### config.mk
export PLATFORM = sky130hd
export DESIGN_NAME = toycpu_mem_ctrl
export DESIGN_NICKNAME = d
export VERILOG_FILES = /design/src/rtl/toycpu_pkg.sv /design/src/rtl/toycpu_mem16.sv /design/src/rtl/toycpu_mem_ctrl.sv
export SDC_FILE = /design/constraint.sdc
export NUM_CORES = 1
export LEC_CHECK = 0
export BUFFER_PORTS_ARGS = -buffer_cell sky130_fd_sc_hd__buf_2
export CORE_UTILIZATION = 50
export CTS_CLUSTER_DIAMETER = 200
export DETAILED_ROUTE_END_ITERATION = 10
export PLACE_DENSITY = 0.68
export RECOVER_POWER = 50
export SYNTH_ARGS = -nofsm -noshare
export SYNTH_HDL_FRONTEND = slang
export SYNTH_SLANG_ARGS = --single-unit
### constraint.sdc
create_clock -name clk -period 3.6 [get_ports clk]
set_clock_uncertainty 0.15 [all_clocks]
set_input_delay 0.72 -clock clk [delete_from_list [all_inputs] [get_ports clk]]
set_output_delay 0.72 -clock clk [all_outputs]
set_load 0.02 [all_outputs]
### src/rtl/toycpu_pkg.sv
// Shared constants and FSM state type for the toy CPU memory controller.
// TOYCPU_MEMCTRL_STEP_EN adds the single-step state to the state enum.
package toycpu_pkg;

    localparam logic [3:0] HC_WRITE = 4'h1;
    localparam logic [3:0] HC_READ  = 4'h2;
    localparam logic [3:0] HC_CTRL  = 4'h3;

    localparam logic [3:0] CC_RUN    = 4'h0;
    localparam logic [3:0] CC_HALT   = 4'h1;
    localparam logic [3:0] CC_STEP   = 4'h2;
    localparam logic [3:0] CC_CPURST = 4'h3;

`ifdef TOYCPU_MEMCTRL_STEP_EN
    typedef enum logic [2:0] {ST_CRST, ST_HALT, ST_WDATA, ST_RUN, ST_STEP} memctrl_state_t;
`else
    typedef enum logic [1:0] {ST_CRST, ST_HALT, ST_WDATA, ST_RUN} memctrl_state_t;
`endif

    // The CPU clock runs in every state except the two host-owned ones.
    function automatic logic clk_en_for(input memctrl_state_t s);
        return (s != ST_HALT) && (s != ST_WDATA);
    endfunction

endpackage

### src/rtl/toycpu_mem16.sv
// Reset-to-zero register file: async CPU read port, sync host read port, one write port.
module toycpu_mem16 #(
    parameter int unsigned AW = 4,
    parameter int unsigned DW = 8
) (
    input  logic          clk,
    input  logic          rst_n,
    input  logic          we_i,
    input  logic [AW-1:0] waddr_i,
    input  logic [DW-1:0] wdata_i,
    input  logic [AW-1:0] araddr_i,
    output logic [DW-1:0] ardata_o,
    input  logic          re_i,
    input  logic [AW-1:0] sraddr_i,
    output logic [DW-1:0] srdata_o
);

    localparam int unsigned DEPTH = 1 << AW;

    logic [DW-1:0] mem_q [DEPTH];
    logic [DW-1:0] srdata_q;

    always_ff @(posedge clk) begin
        if (!rst_n) begin
            for (int i = 0; i < int'(DEPTH); i++) begin
                mem_q[i] <= '0;
            end
            srdata_q <= '0;
        end else begin
            if (we_i) begin
                mem_q[waddr_i] <= wdata_i;
            end
            // Host read data holds until the next read request.
            if (re_i) begin
                srdata_q <= mem_q[sraddr_i];
            end
        end
    end

    assign ardata_o = mem_q[araddr_i];
    assign srdata_o = srdata_q;

endmodule

### src/rtl/toycpu_mem_ctrl.sv
// Program-memory owner and run controller for the 4-bit toy CPU.
// Define TOYCPU_MEMCTRL_STEP_EN to enable the single-step (0x32) command.
module toycpu_mem_ctrl #(
    parameter int unsigned AW       = 4,
    parameter int unsigned DW       = 8,
    parameter int unsigned CRST_CYC = 2
) (
    input  logic          clk,
    input  logic          rst_n,
    input  logic          host_valid,
    input  logic [7:0]    host_data,
    output logic          host_ready,
    output logic          host_rvalid,
    output logic [7:0]    host_rdata,
    output logic          host_err,
    output logic          running,
    output logic          cpu_rst,
    output logic          cpu_clk_en,
    input  logic [AW-1:0] cpu_addr,
    input  logic          cpu_we,
    input  logic [DW-1:0] cpu_wdata,
    output logic [DW-1:0] cpu_rdata
);
    import toycpu_pkg::*;

    localparam int unsigned CNT_W = (CRST_CYC > 1) ? $clog2(CRST_CYC) : 1;

    memctrl_state_t state_q, state_d;
    logic [CNT_W-1:0] cnt_q, cnt_d;
    logic [AW-1:0]    waddr_q, waddr_d;
    logic             host_ready_q, host_rvalid_q, host_err_q;
    logic             running_q, cpu_rst_q, cpu_clk_en_q;
    logic             accept, host_we, rd_req, err_d;
    logic [3:0]       opc, sub;
    logic             mem_we;
    logic [AW-1:0]    mem_waddr;
    logic [DW-1:0]    mem_wdata, host_rd;

    assign accept = host_valid & host_ready_q;
    assign opc    = host_data[7:4];
    assign sub    = host_data[3:0];

    // Command decode and next-state logic.
    always_comb begin
        state_d = state_q;
        cnt_d   = cnt_q;
        waddr_d = waddr_q;
        host_we = 1'b0;
        rd_req  = 1'b0;
        err_d   = 1'b0;
        case (state_q)
            ST_CRST: begin
                if (cnt_q == CNT_W'(CRST_CYC - 1)) begin
                    state_d = ST_HALT;
                    cnt_d   = '0;
                end else begin
                    cnt_d = cnt_q + CNT_W'(1);
                end
            end
            ST_WDATA: begin
                if (accept) begin
                    host_we = 1'b1;
                    state_d = ST_HALT;
                end
            end
            ST_HALT, ST_RUN: begin
                if (accept) begin
                    case (opc)
                        HC_WRITE, HC_READ: begin
                            if (state_q == ST_RUN) begin
                                err_d = 1'b1;
                            end else if (opc == HC_WRITE) begin
                                waddr_d = AW'(sub);
                                state_d = ST_WDATA;
                            end else begin
                                rd_req = 1'b1;
                            end
                        end
                        HC_CTRL: begin
                            case (sub)
                                CC_RUN:  state_d = ST_RUN;
                                CC_HALT: state_d = ST_HALT;
`ifdef TOYCPU_MEMCTRL_STEP_EN
                                CC_STEP: begin
                                    if (state_q == ST_HALT) begin
                                        state_d = ST_STEP;
                                    end
                                end
`endif
                                CC_CPURST: begin
                                    state_d = ST_CRST;
                                    cnt_d   = '0;
                                end
                                default: err_d = 1'b1;
                            endcase
                        end
                        default: err_d = 1'b1;
                    endcase
                end
            end
`ifdef TOYCPU_MEMCTRL_STEP_EN
            ST_STEP: state_d = ST_HALT;
`endif
            default: state_d = ST_CRST;
        endcase
    end

    // State register; outputs are registered from the next state.
    always_ff @(posedge clk) begin
        if (!rst_n) begin
            state_q       <= ST_CRST;
            cnt_q         <= '0;
            waddr_q       <= '0;
            host_ready_q  <= 1'b0;
            host_rvalid_q <= 1'b0;
            host_err_q    <= 1'b0;
            running_q     <= 1'b0;
            cpu_rst_q     <= 1'b1;
            cpu_clk_en_q  <= 1'b1;
        end else begin
            state_q       <= state_d;
            cnt_q         <= cnt_d;
            waddr_q       <= waddr_d;
            host_ready_q  <= (state_d == ST_HALT) || (state_d == ST_WDATA) || (state_d == ST_RUN);
            host_rvalid_q <= rd_req;
            host_err_q    <= err_d;
            running_q     <= (state_d == ST_RUN);
            cpu_rst_q     <= (state_d == ST_CRST);
            cpu_clk_en_q  <= clk_en_for(state_d);
        end
    end

    // Host and CPU never write together: the CPU clock is stopped in WDATA.
    assign mem_we    = host_we | (cpu_we & cpu_clk_en_q);
    assign mem_waddr = host_we ? waddr_q : cpu_addr;
    assign mem_wdata = host_we ? DW'(host_data) : cpu_wdata;

    toycpu_mem16 #(.AW(AW), .DW(DW)) u_mem (
        .clk      (clk),
        .rst_n    (rst_n),
        .we_i     (mem_we),
        .waddr_i  (mem_waddr),
        .wdata_i  (mem_wdata),
        .araddr_i (cpu_addr),
        .ardata_o (cpu_rdata),
        .re_i     (rd_req),
        .sraddr_i (AW'(sub)),
        .srdata_o (host_rd)
    );

    assign host_ready  = host_ready_q;
    assign host_rvalid = host_rvalid_q;
    assign host_rdata  = 8'(host_rd);
    assign host_err    = host_err_q;
    assign running     = running_q;
    assign cpu_rst     = cpu_rst_q;
    assign cpu_clk_en  = cpu_clk_en_q;

endmodule

==> flow_metrics.py, run 1 <==
metrics = {
    "power": {
        "leakagePower_nw": 3.526,
        "power_density_nw_per_um2": 469.3,
        "irDropWorstVdd_mv": 0.3535,
    },
    "clock_network": {
        "cts_made_buffers": 17,
        "cts_tree": "built",
        "path_clk_slew_ns": 0.05,
        "cts_buffer_depth": 2,
        "cts.sinks": 149,
        "cts_max_level": 4,
        "ctsHoldBuffers": 0,
        "cts-root-buf": "clkbuf_16",
        "cts_resized": 0,
        "insertion_delay_ns": 0.44,
        "postCtsSetupBuffers": 0,
    },
    "grt": {
        "antenna_found_initial": 0,
        "gr-usage-met2_pct": 45.81,
        "grt.overflow.total": 0,
        "met1_usage_pct": 39.40,
        "grt-busiest-layer": "met2",
        "grt_max_degree": 45,
        "grt_pass1_vias": 5946,
        "globalRouteTotalUtil_pct": 29.27,
        "grt_pass1_wl_um": 35130,
        "use_met3_pct": 7.011,
    },
    "detailed_routing": {
        "drt_iter0_drc": 695,
        "avgViaCountPerCell": 6.453,
        "drt-pass1-iter-count": 5,
        "drt_wl_total_um": 23120,
        "ant_nets": 0,
        "drc": 0,
        "avgRoutedWirePerCell_um": 24.31,
        "vias": 6137,
    },
    "floorplanning": {
        "num_io_pins": 46,
        "die_width_um": 130.1,
        "fp-row-count": 46,
        "start_util_pct": 51.45,
        "die_h_um": 130.1,
        "core_area_um2": 15940,
        "die_area_um2": 16920,
    },
    "yosys": {
        "ys_top_cells_by_area": "edfxtp_1, mux4_2, mux2i_1, nor2_1, mux4_1",
        "postSynth.asyncResetShare_pct": 0,
        "ys_seq_area_share_pct": 51.98,
        "synth_top_cell_by_area": "edfxtp_1",
        "synth_fp_nets": 702,
        "yosysMostFrequentCell": "nor2_1",
        "syn_avg_cell_area_um2": 12.15,
        "synth_common_cells": "nor2_1, edfxtp_1, mux2i_1",
        "netlist.area_leader.share_pct": 46.86,
        "ys_warn_count": 0,
        "ys_types": 48,
        "synth_edf_count": 128,
        "synth_top_flop_cell": "edfxtp_1",
        "synth_cells": 675,
        "synth_area_um2": 8203,
        "ys_ff_latch": 149,
    },
    "critical_path": {
        "worstPathMaxFanout": 31,
        "crit_slowest_cell": "mux4_1",
        "ff2ff_setup_slack_ns": 0.35,
        "r2r_end": "u_mem.mem_q[10][5]$_SDFFCE_PN0P_",
        "r2r-start": "state_q[0]$_SDFF_PN0_",
        "crit_type": "in -> out",
        "end_kind": "output port",
        "reg2regPathDepth": 6,
        "path_cells": "buf_2, buf_12, mux4_1, mux4_2, buf_2",
        "critPathMostFrequentCell": "buf_2",
        "critPathLaunchType": "primary input",
        "crit_required_ns": 2.73,
        "cp.arrival_ns": 2.53,
        "cpPeakStageDelay_ns": 0.60,
    },
    "finish": {
        "antennaDiodeCount": 0,
        "fill_cells": 1313,
        "drive_above_1_share_pct": 17.96,
        "area_delta_synth_final_pct": 13.27,
        "nets": 749,
    },
    "timing": {
        "finalHoldViolations": 0,
        "finalCritPeriodShare_pct": 94.55,
        "finalSetupTns_ns": 0,
        "rsz0062_at_grt": "false",
        "maxSlewHeadroom_pct": 5.544,
        "finalCriticalPeriod_ns": 3.404,
        "tightest_slew_ns": 1.417,
        "setup_viol": 0,
        "fin_ws_ns": 0.1964,
        "finalMaxSlewViolations": 0,
        "fmax_mhz": 293.8,
    },
    "placement": {
        "hpwl_um": 16680,
        "port_buffers": 45,
        "preCtsSetupSlack_ns": 0.2140,
        "gp_congestion": 0.9618,
    },
    "run": {
        "cap_viol_max_count": 0,
    },
    "worst_hold_path": {
        "hold_depth": 2,
        "hold_start": "cnt_q$_SDFFE_PN0P_",
        "hold_end": "cnt_q$_SDFFE_PN0P_",
        "hold_path.class": "reg -> reg",
    },
    "status": {
        "status": "completed",
    },
}
==> per-layer routing <==
metal	up-vias	part of all wire (%)
li1	2668	-
met1	3001	39
met4	0	2.7
met2	410	47
met3	58	11
met5	-	0
==> flip-flops by register name (all words and copies together) (netlist names) <==
name	count
cnt_q	1
host_rvalid	1
host_ready	1
u_mem.mem_q	128
cpu_rst	1
host_err	1
cpu_clk_en	1
waddr_q	4
u_mem.srdata_o	8
running	1
state_q	2
==> stage by stage <==
| step | hold slack (ns) | cells | instance area (um^2) | power, mW | util (%) |
|---|---|---|---|---|---|
| 2_1_floorplan | 0.3214 | 675 | 8203 | 2.300 | - |
| 3_3_place_gp | 0.3403 | 919 | 8718 | 2.448 | 54.69 |
| 3_5_place_dp | 0.3557 | 919 | 8718 | 2.459 | 54.69 |
| 4_1_cts | 0.3649 | 951 | 9355 | 4.361 | 58.68 |
| 5_1_grt | 0.4062 | 951 | 9291 | 4.473 | 58.28 |
| 6_report | 0.3622 | 951 | 9291 | 4.361 | 58.28 |
==> cells by family (layout without fill, tap and decap cells) <==
logic type | Yosys count | in the layout | share of synthesized area, %
compound gates | 97 | 97 | 7.246
mux | 104 | 104 | 20.96
simple gates | 259 | 259 | 15.10
fa+ha+maj | 3 | 3 | 0.4576
buf+inv | 63 | 123 | 4.256
flops | 149 | 149 | 51.98
==> critical path, delay by kind of cell <==
kind                   cells  cell delay, ns
buffers and inverters      3            0.68
muxes                      2            1.13
==> worst max-delay path by stage <==
| stage | start | to | slack [ns] | cells after the start |
|---|---|---|---|---|
| final | cpu_addr[0] | cpu_rdata[5] | 0.20 | 5 |
| after global routing | cpu_addr[0] | cpu_rdata[5] | 0.18 | 5 |
| after CTS | cpu_addr[0] | cpu_rdata[5] | 0.21 | 5 |
| after detailed placement | cpu_addr[0] | cpu_rdata[5] | 0.21 | 5 |
| after global placement | cpu_addr[0] | cpu_rdata[1] | 0.30 | 5 |
| after floorplan | cpu_addr[0] | cpu_rdata[0] | 0.67 | 4 |
==> layout by cell type (no fill, tap or decap), drive strengths merged, types with 2 or more instances in the layout <==
master,Yosys,layout
a31oi,41,41
mux2i,56,56
nand2,25,25
nor3b,2,2
clkbuf,22,44
or3b,2,2
nor3,3,3
or3,2,2
nor4b,2,2
inv,2,3
and3,35,35
bufinv,0,5
o21ai,29,29
nor2,144,144
a21oi,5,5
ha,3,3
and3b,2,2
mux4,48,48
buf,39,63
nand4,9,9
nor2b,11,11
edfxtp,128,128
nand2b,10,10
and2,6,6
clkinvlp,0,4
clkinv,0,4
dfxtp,21,21
o22ai,16,16
==> final cells by class <==
class                           count  area [um^2]  area share (%)
Inverter                            2        7.507         0.08080
Sequential cell                   149         4264           45.89
Clock buffer                       18        429.2           4.619
Clock inverter                     14        207.7           2.235
Multi-Input combinational cell    463         3586           38.59
Tap cell                          216        270.3           2.909
Timing Repair Buffer               89        526.8           5.669
==> power breakdown <==
group / internal (mW) / switching, mW / total [mW]
Sequential: 1.94 / 0.0522 / 1.99
Combinational: 0.185 / 0.261 / 0.445
Clock: 1.22 / 0.704 / 1.93
No activity file was read; power rests on OpenSTA's default activity.
==> run 2: changes to the inputs <==
SYNTH_HIERARCHICAL = 1   (was unset)
==> flow_metrics.py, run 2 <==
metrics = {
    "status": {
        "status": "finished with violations",
        "violations": "capacitance limit, slew limit",
    },
    "critical_path": {
        "crit_type": "in -> out",
        "cpPeakStageDelay_ns": 0.55,
        "crit_buf_inv": 3,
        "r2r_end": "u_mem/mem_q[5][5]$_SDFFCE_PN0P_",
        "end_kind": "output port",
        "r2r-start": "state_q[1]$_SDFF_PN0_",
        "ff2ff_setup_slack_ns": 0.27,
        "cp.arrival_ns": 2.53,
        "path_cells": "buf_2, buf_4, mux4_1, mux4_2, buf_2",
        "critPathMostFrequentCell": "buf_2",
        "worstPathMaxFanout": 12,
        "reg2regPathDepth": 5,
        "crit_slowest_cell": "mux4_1",
        "crit_required_ns": 2.73,
        "crit_family": "multiplexers",
        "critical_path_depth": 5,
        "critPathLaunchType": "primary input",
    },
    "worst_hold_path": {
        "hold_start": "u_mem/srdata_o[5]$_SDFFE_PN0P_",
        "hold_depth": 2,
        "hold_path.class": "reg -> reg",
        "hold_end": "u_mem/srdata_o[5]$_SDFFE_PN0P_",
    },
    "timing": {
        "finalHoldViolations": 0,
        "finalMaxSlewViolations": 30,
        "finalSetupTns_ns": 0,
        "rsz0062_at_grt": "false",
        "hold_slack_ns": 0.3032,
        "setup_viol": 0,
        "finalCriticalPeriod_ns": 3.395,
        "maxSlewHeadroom_pct": -39.91,
        "finalCritPeriodShare_pct": 94.32,
        "tightest_slew_ns": 2.099,
        "fmax_mhz": 294.5,
    },
    "clock_network": {
        "cts-root-buf": "clkbuf_16",
        "cts_tree": "built",
        "cts_resized": 0,
        "path_clk_slew_ns": 0.06,
        "cts_made_buffers": 17,
        "insertion_delay_ns": 0.43,
        "cts_max_level": 4,
        "postCtsSetupBuffers": 0,
        "ctsHoldBuffers": 0,
        "cts_buffer_depth": 2,
        "cts.sinks": 149,
    },
    "grt": {
        "grt_max_degree": 30,
        "antenna_found_initial": 0,
        "globalRouteTotalUtil_pct": 27.18,
        "grt.overflow.total": 0,
        "grt_pass1_vias": 5322,
        "grt_pass1_wl_um": 31580,
    },
    "power": {
        "pwr-share-comb_pct": 9.7,
        "switchingPower_uw": 995.6,
        "irDropWorstVdd_mv": 0.3423,
        "power.clock.fraction_pct": 46.1,
        "power_density_nw_per_um2": 493.9,
        "switching_share_pct": 21.90,
        "internal_power_mw": 3.551,
        "p_seq_share_pct": 44.2,
        "leakagePower_nw": 3.546,
    },
    "yosys": {
        "synth_cells": 614,
        "synth_common_cells": "and2_1, edfxtp_1, mux2i_1",
        "synth_top_cell_by_area": "edfxtp_1",
        "synth_top_flop_cell": "edfxtp_1",
        "ys_top_cells_by_area": "edfxtp_1, and2_1, mux2i_1, mux4_2, dfxtp_1",
        "netlist.area_leader.share_pct": 47.41,
        "synth_fp_nets": 641,
        "postSynth.asyncResetShare_pct": 0,
        "synth_edf_count": 128,
        "ys_ff_latch": 149,
        "synth_area_um2": 8108,
        "ys_types": 47,
        "syn_avg_cell_area_um2": 13.20,
        "ys_seq_area_share_pct": 52.59,
        "yosysMostFrequentCell": "and2_1",
        "ys_warn_count": 6,
    },
    "detailed_routing": {
        "vias": 5353,
        "drt_iter0_drc": 513,
        "ant_nets": 0,
        "drc": 0,
        "avgRoutedWirePerCell_um": 23.69,
        "avgViaCountPerCell": 5.988,
        "drt_wl_total_um": 21180,
        "drt-pass1-iter-count": 5,
    },
    "finish": {
        "drive_above_1_share_pct": 16.37,
        "area_delta_synth_final_pct": 13.53,
        "final_cell_mix": "edfxtp_1, and2_1, mux2i_1",
        "stdcell_area_um2": 9205,
        "antennaDiodeCount": 0,
        "fill_cells": 1284,
        "final_common_cell": "edfxtp_1",
        "nets": 692,
        "max_flop_register": "u_mem/mem_q",
        "largest_register_ffs": 128,
    },
    "floorplanning": {
        "num_io_pins": 46,
        "die_width_um": 129.3,
        "fp-row-count": 46,
        "die_h_um": 129.3,
        "die_area_um2": 16730,
        "core_area_um2": 15890,
        "start_util_pct": 51.04,
    },
    "placement": {
        "hpwl_um": 16130,
        "port_buffers": 45,
        "gp_congestion": 0.9233,
        "dpl_cell_area_um2": 8596,
    },
    "run": {
        "cap_viol_max_count": 1,
    },
}
==> run 2: cell count changes in the layout (fill, tap and decap cells not counted), moves of 12 or more <==
| cell | previous run | this run |
|---|---|---|
| a22oi_1 | 1 | 24 |
| a31oi_1 | 41 | 0 |
| and2_0 | 1 | 22 |
| and2_1 | 5 | 108 |
| and3_1 | 35 | 1 |
| buf_4 | 32 | 13 |
| mux2i_1 | 56 | 68 |
| nand3_1 | 1 | 26 |
| nor2_1 | 144 | 19 |
| o21ai_0 | 25 | 12 |
| o22ai_1 | 16 | 0 |
==> run 2: final cells by class <==
| class | count | area [um^2] | area share, % |
|---|---|---|---|
| sequential | 149 | 4264 | 46.32 |
| multi-input combinational | 422 | 3572 | 38.81 |
| clock buffer | 22 | 474.2 | 5.152 |
| timing repair buffer | 74 | 396.6 | 4.309 |
| tap | 216 | 270.3 | 2.936 |
| clock inverter | 10 | 224.0 | 2.433 |
| inverter | 1 | 3.754 | 0.04078 |
==> run 2: power groups by stage <==
stage / clock, mW / combinational (mW) / sequential [mW]
2_1_floorplan: 0 / 0.312 / 2.02
3_3_place_gp: 0 / 0.436 / 2.04
3_5_place_dp: 0 / 0.448 / 2.05
4_1_cts: 2.11 / 0.450 / 2.01
5_1_grt: 2.18 / 0.473 / 2.01
6_report: 2.10 / 0.442 / 2.01
==> run 2: routing by layer <==
layer / GRT usage, % / share of wire, %
met1: 33.07 / 39
met2: 47.53 / 51
met3: 4.624 / 5.9
met4: 12.11 / 3.2
met5: 0 / 0
==> run 2: worst max-delay path by stage <==
stage / slack, ns / from / endpoint
final: 0.20 / cpu_addr[0] / cpu_rdata[4]
after global routing: 0.07 / state_q[1]$_SDFF_PN0_ / u_mem/mem_q[14][5]$_SDFFCE_PN0P_
after CTS: 0.20 / cpu_addr[0] / cpu_rdata[2]
after detailed placement: 0.19 / cpu_addr[0] / cpu_rdata[2]
after global placement: 0.24 / cpu_addr[0] / cpu_rdata[2]
after floorplan: 0.60 / host_valid / u_mem/mem_q[12][0]$_SDFFCE_PN0P_
==> run 2: logic make-up after synthesis <==
logic type	count (synthesis)	share of synthesized area (%)
adders and majority gates	3	0.4630
muxes	120	21.85
AOI/OAI and AO/OA	58	4.753
buffers and inverters	43	3.163
xor gates and xnor gates	2	0.2161
and+or+nand+nor	239	16.96
DFF	149	52.59
==> run 2: worst reg2reg max path, delay by kind of cell, from the launching register on <==
kind            cells  cell delay (ns)
compound gates      1             0.21
flops               1             0.54
simple gates        2             0.92
mux                 1             0.66
buf+inv             1             0.48
==> run 2: stage by stage <==
step | cells | utilization (%) | setup WS (ns) | total power [mW]
final | 894 | 57.95 | 0.2046 | 4.547
after global routing | 894 | 57.95 | 0.06925 | 4.670
after CTS | 894 | 58.51 | 0.1978 | 4.571
after detailed placement | 862 | 54.11 | 0.1903 | 2.493
after global placement | 862 | 54.11 | 0.2431 | 2.480
after floorplan | 614 | - | 0.6030 | 2.328
